File: config.mk
export PLATFORM = sky130hd
export DESIGN_NAME = instr_fetch
export DESIGN_NICKNAME = d
export VERILOG_FILES = /design/src/rtl/fetch_pkg.sv /design/src/rtl/instr_fetch_prefetch_reg.sv /design/src/rtl/instr_fetch.sv
export SDC_FILE = /design/constraint.sdc
export NUM_CORES = 1
export LEC_CHECK = 0
export ABC_AREA = 1
export CELL_PAD_IN_SITES_DETAIL_PLACEMENT = 1
export CELL_PAD_IN_SITES_GLOBAL_PLACEMENT = 2
export CORE_UTILIZATION = 29
export CTS_CLUSTER_SIZE = 20
export DETAILED_ROUTE_END_ITERATION = 10
export PLACE_DENSITY = 0.81
export SLEW_MARGIN = 30
export SYNTH_ARGS = -nofsm -noshare
export SYNTH_HDL_FRONTEND = slang
export SYNTH_SLANG_ARGS = --single-unit
File: constraint.sdc
create_clock -name clock -period 1.92 [get_ports clock]
set_input_delay 0.288 -clock clock [delete_from_list [all_inputs] [get_ports clock]]
set_output_delay 0.288 -clock clock [all_outputs]
set_load 0.01 [all_outputs]
File: src/rtl/fetch_pkg.sv
// Shared state encoding and defaults for the instruction fetch unit.
// DATA_W_DEF is shared with the processor so both sides agree on the iin width.
package fetch_pkg;

    localparam int DATA_W_DEF = 16;
    localparam logic [DATA_W_DEF-1:0] HALT_WORD_DEF = 16'hFFFF;

    typedef enum logic [2:0] {
        ST_IDLE = 3'd0,
        ST_REQ  = 3'd1,
        ST_LOAD = 3'd2,
        ST_HOLD = 3'd3,
        ST_HALT = 3'd4
    } fetch_state_e;

endpackage

File: src/rtl/instr_fetch_prefetch_reg.sv
// One-entry prefetch buffer plus the flag for the single in-flight ROM read.
// A clear drops both the buffered word and any read still outstanding.
module prefetch_reg
    import fetch_pkg::*;
#(
    parameter int DATA_W = DATA_W_DEF
)(
    input  logic              clock_i,
    input  logic              resetn_i,
    input  logic              load_i,
    input  logic              clear_i,
    input  logic              pend_set_i,
    input  logic              pend_clr_i,
    input  logic [DATA_W-1:0] data_i,
    output logic              valid_o,
    output logic [DATA_W-1:0] data_o,
    output logic              pending_o
);

    logic              valid_q;
    logic [DATA_W-1:0] data_q;
    logic              pending_q;

    always_ff @(posedge clock_i or negedge resetn_i) begin
        if (!resetn_i) begin
            valid_q   <= 1'b0;
            data_q    <= '0;
            pending_q <= 1'b0;
        end else if (clear_i) begin
            valid_q   <= 1'b0;
            pending_q <= 1'b0;
        end else begin
            if (load_i) begin
                valid_q <= 1'b1;
                data_q  <= data_i;
            end
            if (pend_set_i) begin
                pending_q <= 1'b1;
            end else if (pend_clr_i) begin
                pending_q <= 1'b0;
            end
        end
    end

    assign valid_o   = valid_q;
    assign data_o    = data_q;
    assign pending_o = pending_q;

endmodule

File: src/rtl/instr_fetch.sv
// Instruction fetch unit: walks the PC through a synchronous ROM and holds one
// instruction on iin until the processor retires it, with a one-word prefetch.
//
// state | meaning
// IDLE  | waiting for run
// REQ   | ROM read issued for pc
// LOAD  | ROM word lands in iin
// HOLD  | iin live; prefetch next word into the buffer
// HALT  | halt word fetched; only reset leaves
module instr_fetch
    import fetch_pkg::*;
#(
    parameter int                ADDR_W    = 8,
    parameter int                DATA_W    = DATA_W_DEF,
    parameter logic [DATA_W-1:0] HALT_WORD = DATA_W'(HALT_WORD_DEF)
)(
    input  logic              clock,
    input  logic              resetn,
    input  logic              run,
    input  logic              done,
    output logic              mem_en,
    output logic [ADDR_W-1:0] mem_addr,
    input  logic [DATA_W-1:0] mem_rdata,
    output logic [DATA_W-1:0] iin,
    output logic              iin_valid,
    output logic [ADDR_W-1:0] pc,
    output logic              halted
);

    localparam logic [ADDR_W-1:0] PC_STEP = ADDR_W'(1);

    fetch_state_e      state_q, state_d;
    logic [ADDR_W-1:0] pc_q, pc_d;
    logic [DATA_W-1:0] iin_q, iin_d;
    logic              iin_valid_q, iin_valid_d;

    logic              pf_valid;
    logic              pf_pending;
    logic [DATA_W-1:0] pf_data;
    logic              pf_load;
    logic              pf_clear;
    logic              pf_set;
    logic              pf_clr;
    logic              issue;

    prefetch_reg #(
        .DATA_W (DATA_W)
    ) u_prefetch (
        .clock_i    (clock),
        .resetn_i   (resetn),
        .load_i     (pf_load),
        .clear_i    (pf_clear),
        .pend_set_i (pf_set),
        .pend_clr_i (pf_clr),
        .data_i     (mem_rdata),
        .valid_o    (pf_valid),
        .data_o     (pf_data),
        .pending_o  (pf_pending)
    );

    always_ff @(posedge clock or negedge resetn) begin
        if (!resetn) begin
            state_q     <= ST_IDLE;
            pc_q        <= '0;
            iin_q       <= '0;
            iin_valid_q <= 1'b0;
        end else begin
            state_q     <= state_d;
            pc_q        <= pc_d;
            iin_q       <= iin_d;
            iin_valid_q <= iin_valid_d;
        end
    end

    always_comb begin
        state_d     = state_q;
        pc_d        = pc_q;
        iin_d       = iin_q;
        iin_valid_d = iin_valid_q;
        mem_en      = 1'b0;
        mem_addr    = '0;
        pf_load     = 1'b0;
        pf_clear    = 1'b0;
        pf_set      = 1'b0;
        pf_clr      = 1'b0;
        issue       = 1'b0;

        case (state_q)
            ST_IDLE: begin
                if (run) begin
                    state_d = ST_REQ;
                end
            end

            ST_REQ: begin
                mem_en   = 1'b1;
                mem_addr = pc_q;
                pc_d     = pc_q + PC_STEP;
                state_d  = ST_LOAD;
            end

            ST_LOAD: begin
                iin_d = mem_rdata;
                if (mem_rdata == HALT_WORD) begin
                    state_d     = ST_HALT;
                    iin_valid_d = 1'b0;
                end else begin
                    state_d     = ST_HOLD;
                    iin_valid_d = 1'b1;
                end
            end

            ST_HOLD: begin
                issue = run && !pf_valid && !pf_pending;
                if (issue) begin
                    mem_en   = 1'b1;
                    mem_addr = pc_q;
                    pc_d     = pc_q + PC_STEP;
                end

                if (done) begin
                    if (!run) begin
                        // Abandon the prefetch so the next run refetches that word.
                        state_d     = ST_IDLE;
                        iin_valid_d = 1'b0;
                        pf_clear    = 1'b1;
                        if (pf_valid || pf_pending) begin
                            pc_d = pc_q - PC_STEP;
                        end
                    end else if (pf_valid) begin
                        pf_clear = 1'b1;
                        iin_d    = pf_data;
                        if (pf_data == HALT_WORD) begin
                            state_d     = ST_HALT;
                            iin_valid_d = 1'b0;
                        end
                    end else if (pf_pending) begin
                        pf_clr = 1'b1;
                        iin_d  = mem_rdata;
                        if (mem_rdata == HALT_WORD) begin
                            state_d     = ST_HALT;
                            iin_valid_d = 1'b0;
                        end
                    end else begin
                        // Read issued this cycle; LOAD captures it directly.
                        state_d     = ST_LOAD;
                        iin_valid_d = 1'b0;
                    end
                end else begin
                    pf_set = issue;
                    if (pf_pending) begin
                        pf_load = 1'b1;
                        pf_clr  = 1'b1;
                    end
                end
            end

            ST_HALT: begin
                iin_valid_d = 1'b0;
            end

            default: begin
                state_d     = ST_IDLE;
                iin_valid_d = 1'b0;
            end
        endcase
    end

    assign iin       = iin_q;
    assign iin_valid = iin_valid_q;
    assign pc        = pc_q;
    assign halted    = (state_q == ST_HALT);

endmodule

==> results.py <==
metrics = {
    "run_status": {
        "status": "complete, no violations",
    },
    "sta": {
        "clock_skew_ns": 0.008280,
        "timing.final.crit_share_pct": 95.47,
        "finalHoldViolCount": 0,
        "tightestPinTransition_ns": 0.5831,
        "timing.slew.headroom_pct": 61.13,
        "setup_tns_ns": 0,
        "timing_max_transition_violations_final": 0,
        "final.min_clock_period_ns": 1.833,
        "top_achievable_clock_speed_mhz": 545.6,
        "hold_ws_ns": 0.4890,
        "post-route-worst-setup-slack_ns": 0.08702,
        "setup_repair_after_global_routing_missed_its_margin": "yes",
        "setup_violations": 0,
    },
    "setup_path": {
        "critical-path-max-stage-delay_ns": 0.40,
        "worst-setup-path-type": "reg2out",
        "timing.critical_path.fanout_max": 7,
        "reg2reg_depth": 11,
        "crit_arrival_ns": 1.54,
        "slowest_stage": "sky130_fd_sc_hd__dfrtp_1",
        "worstPathCellList": "nor2_2 -> nand2_2 -> o21ai_2 -> inv_2 -> nor2_1 -> dlygate4sd2_1",
        "kind_of_launch_point_of_the_worst_setup_path": "flop",
        "cp.required_ns": 1.63,
        "critical_path_sink_type": "primary output",
    },
    "finish": {
        "layout-drive-gt1-share_pct": 16.31,
        "antenna_cells": 0,
        "syn_to_final_growth_pct": 31.69,
        "utilization_after_layout_pct": 40.13,
        "design_area_um2": 3551,
        "final_net_count": 439,
        "final_cell_count_no_fill": 525,
    },
    "detailed_routing": {
        "postRouteWirelength_mm": 7.923,
        "average_routed_wire_per_standard_cell_um": 15.09,
        "via_count": 2592,
        "vias_per_cell": 4.937,
        "drtAntennaViolNets": 0,
        "drtIter0Drc": 92,
        "drcViolationCount": 0,
        "dr.pass1.iters": 6,
    },
    "synth": {
        "synth_enable_flop_cells": 0,
        "synth.yosys.seq_area_share_pct": 42.69,
        "yosys_warnings": 0,
        "synth_top_cells_by_count": "sky130_fd_sc_hd__nand2_1 (66), sky130_fd_sc_hd__nor2_1 (60), sky130_fd_sc_hd__dfrtp_1 (46)",
        "synth_top_flop_cell": "sky130_fd_sc_hd__dfrtp_1",
        "postSynthCellCount": 342,
        "synth_area_per_cell_um2": 7.884,
        "synth_area_um2": 2696,
        "syn_nets": 365,
        "main_area_contributors_after_synthesis": "sky130_fd_sc_hd__dfrtp_1 (43%), sky130_fd_sc_hd__nand2_1 (9.2%), sky130_fd_sc_hd__nor2_1 (8.4%)",
        "most_used_standard_cell_by_instance_count_after_synthesis": "sky130_fd_sc_hd__nand2_1",
        "synth_largest_area_cell": "sky130_fd_sc_hd__dfrtp_1",
        "ys_ff_latch": 46,
        "synth_async_sr_flop_share_pct": 100.0,
        "synthDominantCellAreaShare_pct": 42.69,
        "synth_cell_types": 29,
    },
    "global_routing": {
        "grt_max_degree": 25,
        "overflow": 0,
        "grt_first_pass_wirelength_mm": 13.54,
        "grt_util_all_layers_pct": 17.45,
        "antenna_found_initial": 0,
        "grt_pass1_vias": 2712,
    },
    "clock_network": {
        "clock_tree.root_cell": "sky130_fd_sc_hd__clkbuf_8",
        "htree_levels": 2,
        "numClockSinks": 46,
        "clock_insertion_delay_worst_skew_ns": 0.31,
        "clk_pin_slew_worst_paths_ns": 0.08,
        "tritoncts.num_buffers": 5,
        "tritoncts": "built",
        "cts_buffer_depth": 2,
    },
    "placement": {
        "gpl.final_weighted_congestion": 0.7633,
        "placement.io_buffers": 54,
        "detailedPlacementHpwl_mm": 6.018,
        "postPlaceCellArea_um2": 3481,
        "placedCellCount": 516,
        "dpl_worst_slack_ns": -0.2549,
    },
    "pwr": {
        "worst_vdd_ir_uv": 501.0,
        "total_power_mw": 5.411,
        "leakagePower_nw": 1.705,
        "power_per_cell_area_nw_per_um2": 1524,
    },
    "min_path": {
        "min_path_cells": 2,
        "min-delay-path-class": "reg2reg",
    },
    "floorplanning": {
        "die_height_um": 98.43,
        "die-area_um2": 9687,
        "rows": 34,
        "starting_density_of_the_core_pct": 30.47,
        "core_area_um2": 8848,
        "top_level_ports": 55,
        "die_width_um": 98.43,
    },
    "run": {
        "timing.max_cap.violations": 0,
    },
}
metal layers:
| metal | GRT usage [%] | share of wire [%] | vias up |
|---|---|---|---|
| met5 | 0 | 0 | - |
| li1 | - | - | 1279 |
| met3 | 3.121 | 3.8 | 9 |
| met2 | 30.55 | 48 | 48 |
| met4 | 4.478 | 1.5 | 0 |
| met1 | 22.27 | 46 | 1256 |
report_power, final:
group / internal, mW / switching [mW]
Sequential: 1.41 / 0.364
Combinational: 1.39 / 1.64
Clock: 0.258 / 0.351
worst paths after layout:
kind	slack (ns)	start	end
worst max-delay path	0.09	u_prefetch.valid_o	mem_addr[1]
min in group asynchronous	0.50	resetn	iin[12]
worst max register to register	0.25	state_q[2]	state_q[1]
worst min register to register	0.49	iin_valid	iin_valid
worst min-delay path	0.49	iin_valid	iin_valid
max in group asynchronous	0.87	resetn	pc[7]
layout by cell type, fill, tap and decap left out, drive strengths merged, types with 3 or more instances in the layout:
cell type,count
nand2,69
nor2,62
dfrtp,46
o21ai,46
clkdlybuf4s50,43
nand3,38
inv,31
buf,23
mux2,16
clkbuf,12
a21oi,5
xor2,4
nand4,4
o22ai,3
o211ai,3
ha,3
dlygate4sd2,3
critical path: cells and delay by family, from the launching register on:
family,cells,cell delay (ns)
flops,1,0.40
simple gates,3,0.32
compound gates,1,0.15
buf+inv,2,0.37
registers in the layout, summed over array words and instances (netlist names):
| signal | count |
|---|---|
| state_q | 3 |
| iin_valid | 1 |
| u_prefetch.pending_o | 1 |
| u_prefetch.valid_o | 1 |
| u_prefetch.data_o | 16 |
| iin | 16 |
| pc | 8 |
cell families (layout without fill, tap and decap cells):
group                      after synthesis  after routing  synth area share [%]
AOI/OAI and AO/OA                       59             59                 11.65
xor gates and xnor gates                 4              4                 1.299
adders and majority gates                3              3                 1.392
buffers and inverters                   40            115                 6.404
DFF                                     46             46                 42.69
muxes                                   16             16                 8.074
and+or+nand+nor                        174            174                 28.49
final cells by class:
cell class | instances | area [µm²]
inverters | 31 | 116.4
clock inverters | 2 | 13.76
well taps | 108 | 135.1
fillers | 1102 | 5298
flip-flops and latches | 46 | 1152
multi-input cells | 256 | 1384
repair buffers | 76 | 676.9
clock buffers | 6 | 72.57
timing repair:
item                                    in CTS  in global routing
endpoints found under the setup margin      10                  9
endpoints found under the hold margin       22                  0
buffers inserted                             0                  0
gates resized for setup                     16                 17
hold buffers                                 1                  0
(Power assumes the default switching activity.)
